**src/rtl/imem_pkg.sv**
```systemverilog
`default_nettype none
// ----------------------------------------------------------------------------
// imem_pkg: shared constants, FSM encodings and partition base helper. Rev 1.0
// ----------------------------------------------------------------------------
package imem_pkg;

  localparam int unsigned PART_SIZE = 100;
  localparam int unsigned NUM_PROC  = 10;
  localparam int unsigned SO_BASE   = 1024;

  localparam int unsigned STATE_W = 2;
  localparam logic [1:0] ST_IDLE = 2'd0;
  localparam logic [1:0] ST_LOAD = 2'd1;
  localparam logic [1:0] ST_DONE = 2'd2;

  // Address 0 is reserved, so partition pid starts one word past its slot.
  function automatic int unsigned part_base(input logic [3:0] pid, input int unsigned part_size);
    return 32'd1 + part_size * (32'(pid) - 32'd1);
  endfunction

endpackage
`default_nettype wire

```
**src/rtl/imem_load_fsm.sv**
```systemverilog
`default_nettype none
// ----------------------------------------------------------------------------
// imem_load_fsm: partition load sequencer with bounds check and done/err pulses. Rev 1.0
// ----------------------------------------------------------------------------
module imem_load_fsm #(
  parameter int unsigned ADDR_WIDTH = 12,
  parameter int unsigned PART_SIZE  = 100,
  parameter int unsigned NUM_PROC   = 10
) (
  input  logic                  clk,
  input  logic                  rst_n,
  input  logic                  load_start,
  input  logic [3:0]            load_pid,
  input  logic [ADDR_WIDTH-1:0] load_len,
  input  logic                  ld_xfer,
  output logic                  in_load,
  output logic [ADDR_WIDTH-1:0] wr_addr,
  output logic                  load_busy,
  output logic                  load_done,
  output logic                  load_err
);
  import imem_pkg::*;

  logic [STATE_W-1:0]    state_q, state_d;
  logic [ADDR_WIDTH-1:0] base_q, base_d;
  logic [ADDR_WIDTH-1:0] len_q, len_d;
  logic [ADDR_WIDTH-1:0] offset_q, offset_d;
  logic                  err_q, err_d;
  logic                  req_bad;

  assign req_bad = (load_pid == 4'd0) || (32'(load_pid) > NUM_PROC) ||
                   (load_len == '0)   || (32'(load_len) > PART_SIZE);

  always_comb begin
    state_d  = state_q;
    base_d   = base_q;
    len_d    = len_q;
    offset_d = offset_q;
    err_d    = 1'b0;
    case (state_q)
      ST_IDLE: begin
        if (load_start) begin
          if (req_bad) begin
            err_d = 1'b1;
          end else begin
            base_d   = ADDR_WIDTH'(part_base(load_pid, PART_SIZE));
            len_d    = load_len;
            offset_d = '0;
            state_d  = ST_LOAD;
          end
        end
      end
      ST_LOAD: begin
        if (ld_xfer) begin
          offset_d = offset_q + ADDR_WIDTH'(1);
          if (offset_q == len_q - ADDR_WIDTH'(1)) begin
            state_d = ST_DONE;
          end
        end
      end
      ST_DONE: state_d = ST_IDLE;
      default: state_d = ST_IDLE;
    endcase
  end

  always_ff @(posedge clk) begin
    if (!rst_n) begin
      state_q  <= ST_IDLE;
      base_q   <= '0;
      len_q    <= '0;
      offset_q <= '0;
      err_q    <= 1'b0;
    end else begin
      state_q  <= state_d;
      base_q   <= base_d;
      len_q    <= len_d;
      offset_q <= offset_d;
      err_q    <= err_d;
    end
  end

  // offset never exceeds len-1 and len <= PART_SIZE, so writes stay in the partition.
  assign wr_addr   = base_q + offset_q;
  assign in_load   = (state_q == ST_LOAD);
  assign load_busy = in_load;
  assign load_done = (state_q == ST_DONE);
  assign load_err  = err_q;

endmodule
`default_nettype wire

```
**src/rtl/imem_port_arbiter.sv**
```systemverilog
`default_nettype none
// ----------------------------------------------------------------------------
// imem_port_arbiter: instruction RAM port shared by CPU fetch and UART loader. Rev 1.0
// ----------------------------------------------------------------------------
module imem_port_arbiter #(
  parameter int unsigned DATA_WIDTH = 32,
  parameter int unsigned ADDR_WIDTH = 12,
  parameter int unsigned PART_SIZE  = 100,
  parameter int unsigned NUM_PROC   = 10,
  parameter int unsigned STARVE_MAX = 4
) (
  input  logic                  clk,
  input  logic                  rst_n,
  input  logic                  fetch_req,
  input  logic [ADDR_WIDTH-1:0] fetch_addr,
  output logic                  fetch_stall,
  output logic                  fetch_valid,
  output logic [DATA_WIDTH-1:0] fetch_data,
  input  logic                  load_start,
  input  logic [3:0]            load_pid,
  input  logic [ADDR_WIDTH-1:0] load_len,
  input  logic                  ld_valid,
  input  logic [DATA_WIDTH-1:0] ld_data,
  output logic                  ld_ready,
  output logic                  load_busy,
  output logic                  load_done,
  output logic                  load_err,
  output logic [ADDR_WIDTH-1:0] mem_addr,
  output logic                  mem_we,
  output logic [DATA_WIDTH-1:0] mem_wdata,
  input  logic [DATA_WIDTH-1:0] mem_q
);

  localparam int unsigned STARVE_W = $clog2(STARVE_MAX + 1);

  logic                  in_load;
  logic [ADDR_WIDTH-1:0] ld_addr;
  logic                  ld_gnt;
  logic                  fetch_gnt;
  logic                  ld_xfer;
  logic [STARVE_W-1:0]   starve_q, starve_d;
  logic                  fetch_valid_q, fetch_valid_d;

  imem_load_fsm #(
    .ADDR_WIDTH (ADDR_WIDTH),
    .PART_SIZE  (PART_SIZE),
    .NUM_PROC   (NUM_PROC)
  ) u_load_fsm (
    .clk        (clk),
    .rst_n      (rst_n),
    .load_start (load_start),
    .load_pid   (load_pid),
    .load_len   (load_len),
    .ld_xfer    (ld_xfer),
    .in_load    (in_load),
    .wr_addr    (ld_addr),
    .load_busy  (load_busy),
    .load_done  (load_done),
    .load_err   (load_err)
  );

  // Fetch wins by default; the loader only steals a slot after STARVE_MAX denied offers.
  always_comb begin
    ld_gnt   = 1'b0;
    starve_d = starve_q;
    if (!in_load) begin
      starve_d = '0;
    end else if (!fetch_req) begin
      ld_gnt   = 1'b1;
      starve_d = '0;
    end else if (32'(starve_q) >= STARVE_MAX) begin
      if (ld_valid) begin
        ld_gnt   = 1'b1;
        starve_d = '0;
      end
    end else if (ld_valid) begin
      starve_d = starve_q + STARVE_W'(1);
    end
  end

  assign fetch_gnt     = fetch_req & ~ld_gnt;
  assign ld_xfer       = ld_gnt & ld_valid;
  assign fetch_valid_d = fetch_gnt;

  always_ff @(posedge clk) begin
    if (!rst_n) begin
      starve_q      <= '0;
      fetch_valid_q <= 1'b0;
    end else begin
      starve_q      <= starve_d;
      fetch_valid_q <= fetch_valid_d;
    end
  end

  assign ld_ready    = ld_gnt;
  assign fetch_stall = fetch_req & ~fetch_gnt;
  assign fetch_valid = fetch_valid_q;
  assign fetch_data  = mem_q;
  assign mem_addr    = ld_gnt ? ld_addr : fetch_addr;
  assign mem_we      = ld_xfer;
  assign mem_wdata   = ld_xfer ? ld_data : '0;

endmodule
`default_nettype wire

```
**config.mk**
```make
export PLATFORM = sky130hd
export DESIGN_NAME = imem_port_arbiter
export DESIGN_NICKNAME = d
export VERILOG_FILES = /design/src/rtl/imem_pkg.sv /design/src/rtl/imem_load_fsm.sv /design/src/rtl/imem_port_arbiter.sv
export SDC_FILE = /design/constraint.sdc
export NUM_CORES = 1
export LEC_CHECK = 0
export BUFFER_PORTS_ARGS = -buffer_cell sky130_fd_sc_hd__buf_2
export CAP_MARGIN = 20
export CORE_ASPECT_RATIO = 1.2
export CORE_MARGIN = 5
export CORE_UTILIZATION = 47
export DETAILED_ROUTE_END_ITERATION = 10
export PLACE_DENSITY = 0.82
export SETUP_SLACK_MARGIN = 0.4
export SLEW_MARGIN = 20
export SYNTH_ARGS = -nofsm -noshare
export SYNTH_HDL_FRONTEND = slang
export SYNTH_SLANG_ARGS = --single-unit
export TNS_END_PERCENT = 10
```
**constraint.sdc**
```tcl
create_clock -name clk -period 3.7 [get_ports clk]
set_input_delay 0.185 -clock clk [delete_from_list [all_inputs] [get_ports clk]]
set_output_delay 0.185 -clock clk [all_outputs]
set_load 0.005 [all_outputs]
```
# [Yosys cells after proc, flatten, opt, wreduce, memory -nomap -nowiden]
# Index checks and enable logic that the tools add are counted.
[classes] n_addsub=6 n_mul=1 div=0 n_lt_le_gt_ge=3 eq_ne=7 shift=0 n_mux=19 n_bitwise=6 reduce_logical=12
[op_table] cell="12-bit 2-to-1 mux" count=4
[op_table] cell="5-bit by 32-bit multiplier with 10-bit output (first input constant)" count=1
[op_table] cell="32-bit 2-to-1 mux" count=1
[op_table] cell="12-bit case mux with 2 select lines" count=1
[op_table] cell="1-bit by 12-bit adder with 12-bit output (first input constant)" count=1
[op_table] cell="12-bit by 1-bit adder with 12-bit output (second input constant)" count=1
[op_table] cell="12-bit adder" count=1
[op_table] cell="12-bit equality test" count=1
[op_table] cell="12-bit by 7-bit greater-than comparator with 1-bit output (second input constant)" count=1
[op_table] cell="12-bit zero test" count=1
[op_table] cell="12-bit by 1-bit subtractor with 12-bit output (second input constant)" count=1
[op_table] cell="3-bit 2-to-1 mux" count=3
[op_table] cell="3-bit AND reduction" count=3
[op_table] cell="2-bit 2-to-1 mux" count=4
[op_table] cell="4-bit AND reduction" count=2
[op_table] cell="1-bit 2-to-1 mux" count=5
[op_table] cell="4-bit by 1-bit subtractor with 5-bit output (second input constant)" count=1
[op_table] cell="4-bit greater-than comparator (second input constant)" count=1
[op_table] cell="4-bit zero test" count=1
[op_table] cell="2-bit by 1-bit inequality test with 1-bit output (second input constant)" count=2
[op_table] cell="2-bit inequality test (second input constant)" count=2
[op_table] cell="2-bit case mux with 2 select lines" count=1
[op_table] cell="3-bit by 1-bit adder with 3-bit output (second input constant)" count=1
[op_table] cell="1-bit bitwise AND" count=3
[op_table] cell="other kinds (7)" count=11
[totals] reg_bits=43 latchBits=0 ram_bits=0 rom_bits=0 in_bits=97 out_inout_bits=83 elab_cells=61 n_memories=0

# [Logic depth before layout (Yosys ltp)]
[logic_depth] word_depth=8 depth_mapped=15 depth_no_buf=15

# [Modules after synthesis]
# Synthesis repeated with hierarchy kept, for this count alone.
[hier_totals] hier_cells=472 area_unflattened_um2=4078.9
[modules_own_cells] mod="imem_load_fsm" instances=1 cells_per_inst=325 area_each_um2=2841.5 seq_area_each_um2=760.7
[modules_own_cells] mod="imem_port_arbiter" instances=1 cells_per_inst=147 area_each_um2=1237.4 seq_area_each_um2=80.1

# [Worst setup path after synthesis]
# Ideal clock, no wire load.
[synth_timing] path_type="input -> register" startpoint="in load_pid[0]" endpoint="reg u_load_fsm.base_q[11]" setup_time_ns=0.086 arrival_time_ns=3.283 required_ns=3.614 setup_slack_ns=0.332 cell_stages=13 n_path_buf=0 path_cell_list="inv_1 ha_1 nor3b_1 inv_1 fa_1 fa_1 inv_1 ha_1 inv_1 o21bai_1 a21oi_1 xnor2_1 a211oi_1"
[synth_between] elab_chain_cells=6 word_cells_on_any_way=10 cone_classes="2 x add/sub; 1 x mul; 1 x order compare; 1 x bitwise; 5 x reduce/logical"
[synth_rtl] item="start, declared" line="imem_port_arbiter.sv:20" rtl="input logic [3:0] load_pid,"
[synth_rtl] item="parallel branches: the longest is 6 deep, another holds 5-bit by 32-bit multiplier with 10-bit output"
[synth_rtl] item="end signal, assigned" line="imem_load_fsm.sv:75" rtl="base_q <= base_d;"
[synth_rtl] item="end, declared" line="imem_load_fsm.sv:25" rtl="logic [ADDR_WIDTH-1:0] base_q, base_d;"
# Several ways; the timed one is not identified.
# A chain may end at the register's enable or synchronous reset.

# [Worst setup path after layout]
[layout_timing] startpoint="in load_pid[2]" endpoint="reg u_load_fsm.base_q[11]"
# The elaborated chain is that of the path after synthesis.

==> metrics.md <==
| Metric | Value |
|---|---|
| Outcome | complete, no violations |
| Die area | between 0.009 and 0.01 mm2 |
| Worst Hold Class | in -> reg |
| Syn avg cell area | roughly 7.7 um2 |
| Worst-path clk slew | roughly 0.08 ns |
| Top_reg_cell synth | dfxtp_1 |
| Post-synthesis sequential area ratio | 0.2302 |
| Register Area | around 840 um2 |
| Post-CTS Setup Repair Bufs | 0 |
| Tmin final | 2.964 ns |
| CP endpoint | u_load_fsm.base_q[11]$_SDFFE_PN0P_ |
| Initial DRC Count | 170 |
| Sw Ratio | 0.2643 |
| Largest net degree at the start of global routing | 39 |
| Setup ws final | around 0.74 ns |
| Area occupied by multi-input gates | around 0.0024 mm2 |
| GRT Total Usage | 0.1845 |
| Yosys Warn Count | 0 |
| DIE WIDTH | about 90 um |
| Nets | a little under 700 |
| DR pass1 iterations | 4 |
| Slew Limit Fails | 0 |
| Clk buf depth | 2 |
| CTS-repair resized insts | 0 |
| Post-DP Area | slightly above 0.004 mm2 |
| Skew final | between 0.004 and 0.005 ns |
| EDFF count, synth | 0 |
| Relative slew slack | 0.4668 |
| # diodes | 0 |
| Reg power frac | 0.485 |
| Leak Pwr | around 0.0020 uW |
| Max Fclk | between 300 and 400 MHz |
| Worst skew pair latency | just under 0.3 ns |
| # fillers | between 700 and 800 |
| Critical Path, Cell by Cell | buf_2 -> nor3_1 -> xor2_1 -> ha_1 -> inv_1 -> fa_1 -> fa_1 -> inv_1 -> ha_1 -> inv_1 -> o21bai_1 -> a21oi_1 -> xnor2_1 -> a211oi_1 |
| Crit path DAT | roughly 3.2 ns |
| Crit-path max FO | 4 |
| CTS sink cnt | between 40 and 50 |
| Cell Rows | 35 |
| RSZ-0062 raised after global routing | false |
| Most used cell, CP | inv_1 |
| Share of cells above drive strength 1 | 0.2387 |
| Final Hold Fails | 0 |
| Via count | ~3400 |
| Hold_buf cts | 0 |
| Slowest stage cell, crit path | fa_1 |
| Largest stage delay, worst path | roughly 0.52 ns |
| Post-synthesis instance total | ~480 |
| Initial antenna violation count | 0 |
| Non-Filler Instances | between 600 and 700 |
| Hold WS | 0.1265 ns |
| CTS tree | built |
| Syn_nets | 611 |
| Setup TNS | 0 ns |
| Worst slew pin tran | 0.7989 ns |
| Clock share of power | 0.322 |
| Routed WL per cell | 14.40 um |
| Part of the cycle the worst path needs | 0.8010 |
| Vias per cell | 5.288 |
| CTS buffer count | 5 |
| DP HPWL | 7496 um |
| PwrDens | approximately 230 mW/mm2 |
| Htree depth | 2 |
| Die Ht | approximately 110 um |
| Startpoint Class | primary input |
| Pre-CTS setup slack | 0.3936 ns |
| Flop-to-flop setup slack | 1.37 ns |
| ANT nets after route | 0 |
| Max cap viols | 0 |
| GP Congestion | about 0.87 |
| Worst Setup SP | load_pid[2] |
| Final Cell Area | 0.004150 mm2 |
| Async set or reset register ratio after synthesis | 0 |
| Worst vdd ir | 0.1472 mV |
| Synth unique cells | 52 |
| Final setup fails | 0 |
| RR Startpoint | u_load_fsm.len_q[0]$_SDFFE_PN0P_ |
| CTS Root Cell | clkbuf_8 |
| Critical path capture point type | flip-flop |
| Gr ovfl total | 0 |
| Drt total wl | 9286 um |
| WP data required | 3.91 ns |
| Placed instance count | 637 |
| Yosys reg bits | 42 |
| Initial cell density of the core | 0.4793 |
| Critical path class | in -> reg |
| First-pass GRT wire length | ~15000 um |
| Area growth syn-to-layout | 13.63% |
| Vias in the first global route | between 3000 and 4000 |
| I/O Pins | 180 |
| Worst r2r path cells | 8 |
| # DRC | 0 |
| Mapped Area | approximately 0.0037 mm2 |
| Reg-to-reg endpoint | u_load_fsm.state_q[1]$_SDFFE_PN0P_ |
| Int Pwr | 691.7 uW |
| Sw power | approximately 250 uW |
| Core Box Area | approximately 0.0076 mm2 |
| PortBufs | 115 |
| Logic gate share of total power | 0.193 |
worst min path at each step:
stage / startpoint / end / slack, ns / cells after the start
global route: load_pid[0] / u_load_fsm.base_q[2]$_SDFFE_PN0P_ / 0.15 / 2
detailed placement: mem_q[0] / fetch_data[0] / 0.37 / 0
global placement: mem_q[0] / fetch_data[0] / 0.37 / 0
finish: load_pid[0] / u_load_fsm.base_q[2]$_SDFFE_PN0P_ / 0.13 / 2
CTS: load_pid[0] / u_load_fsm.base_q[2]$_SDFFE_PN0P_ / 0.13 / 2
floorplan: load_pid[0] / u_load_fsm.base_q[2]$_SDFFE_PN0P_ / 0.28 / 1
cells by family after synthesis:
group	synth area share
AOI/OAI and AO/OA	0.1401
xor gates and xnor gates	0.08873
adders and majority gates	0.1370
buffers and inverters	0.1131
DFF	0.2302
muxes	0.008222
and+or+nand+nor	0.2826
cell usage after synthesis (all sizes together), types with 2 or more instances:
master / count / area [um2]
nand2: 56 / 210.2
dfxtp: 42 / 840.8
buf: 35 / 255.2
a21oi: 34 / 173.9
nor2: 34 / 127.6
and2: 33 / 206.5
ha: 32 / 400.4
inv: 27 / 101.4
xnor2: 21 / 183.9
o21ai: 18 / 90.08
xor2: 16 / 140.1
clkbuf: 15 / 56.30
nor3: 12 / 70.07
nand3: 10 / 50.05
and3: 7 / 43.79
nand4: 6 / 37.54
nor2b: 6 / 37.54
nor3b: 6 / 45.04
nor4: 6 / 43.79
a211oi: 5 / 37.54
fa: 5 / 100.1
nand2b: 5 / 31.28
or3: 5 / 31.28
or4: 5 / 37.54
a21o: 3 / 22.52
and4: 3 / 26.28
mux2i: 3 / 30.03
o21a: 3 / 22.52
o21bai: 3 / 22.52
o31ai: 3 / 22.52
nor4b: 2 / 17.52
o311ai: 2 / 17.52
metal layers:
| layer | up-vias | part of all wire | global-route usage | wire (um) |
|---|---|---|---|---|
| li1 | 1747 | - | - | - |
| met1 | 1573 | 0.41 | 0.2152 | 3781 |
| met2 | 69 | 0.52 | 0.3235 | 4842 |
| met3 | 22 | 0.049 | 0.04529 | 458 |
| met4 | 0 | 0.022 | 0.06915 | 203 |
| met5 | - | 0 | 0 | 0 |
state kept, by name (all words and copies together), names as in the netlist:
| signal | cells |
|---|---|
| fetch_valid | 1 |
| starve_q | 3 |
| u_load_fsm.offset_q | 12 |
| u_load_fsm.len_q | 12 |
| u_load_fsm.state_q | 2 |
| u_load_fsm.load_err | 1 |
| u_load_fsm.base_q | 11 |
stage by stage:
step	util	total power (uW)
floorplan	-	603.3
global placement	0.5327	638.7
detailed placement	0.5327	648.7
CTS	0.5447	948.0
global route	0.5447	986.1
finish	0.5447	940.1
cell usage in the layout (no fill, tap or decap), types with 7 or more instances in the layout:
cell	synthesis	final
a21oi_1	33	33
and2_1	33	33
and3_1	7	7
buf_2	3	115
dfxtp_1	42	42
ha_1	32	32
inv_1	27	27
nand2_1	56	56
nand3_1	10	10
nor2_1	34	34
nor3_1	10	10
o21ai_0	17	17
xnor2_1	21	21
xor2_1	16	16
critical path: cells and delay by family:
| family | cells | cell delay, ns |
|---|---|---|
| xor gates and xnor gates | 2 | 0.40 |
| buffers and inverters | 4 | 0.31 |
| AOI/OAI and AO/OA | 3 | 0.50 |
| and+or+nand+nor | 1 | 0.24 |
| adders and majority gates | 4 | 1.53 |
power groups by stage:
stage / clock, uW / sequential, uW / combinational [uW]
2_1_floorplan: 0 / 466 / 137
3_3_place_gp: 0 / 466 / 172
3_5_place_dp: 0 / 466 / 182
4_1_cts: 309 / 456 / 184
5_1_grt: 321 / 456 / 209
6_report: 303 / 456 / 182
area by class of cell:
cell class	instances	share of cell area
multi-input cells	358	0.5791
clock buffers	7	0.02080
flip-flops and latches	42	0.2026
inverters	27	0.02442
well taps	92	0.02774
repair buffers	118	0.1441
clock inverters	1	0.001206
Power figures use the tool's default switching activity.
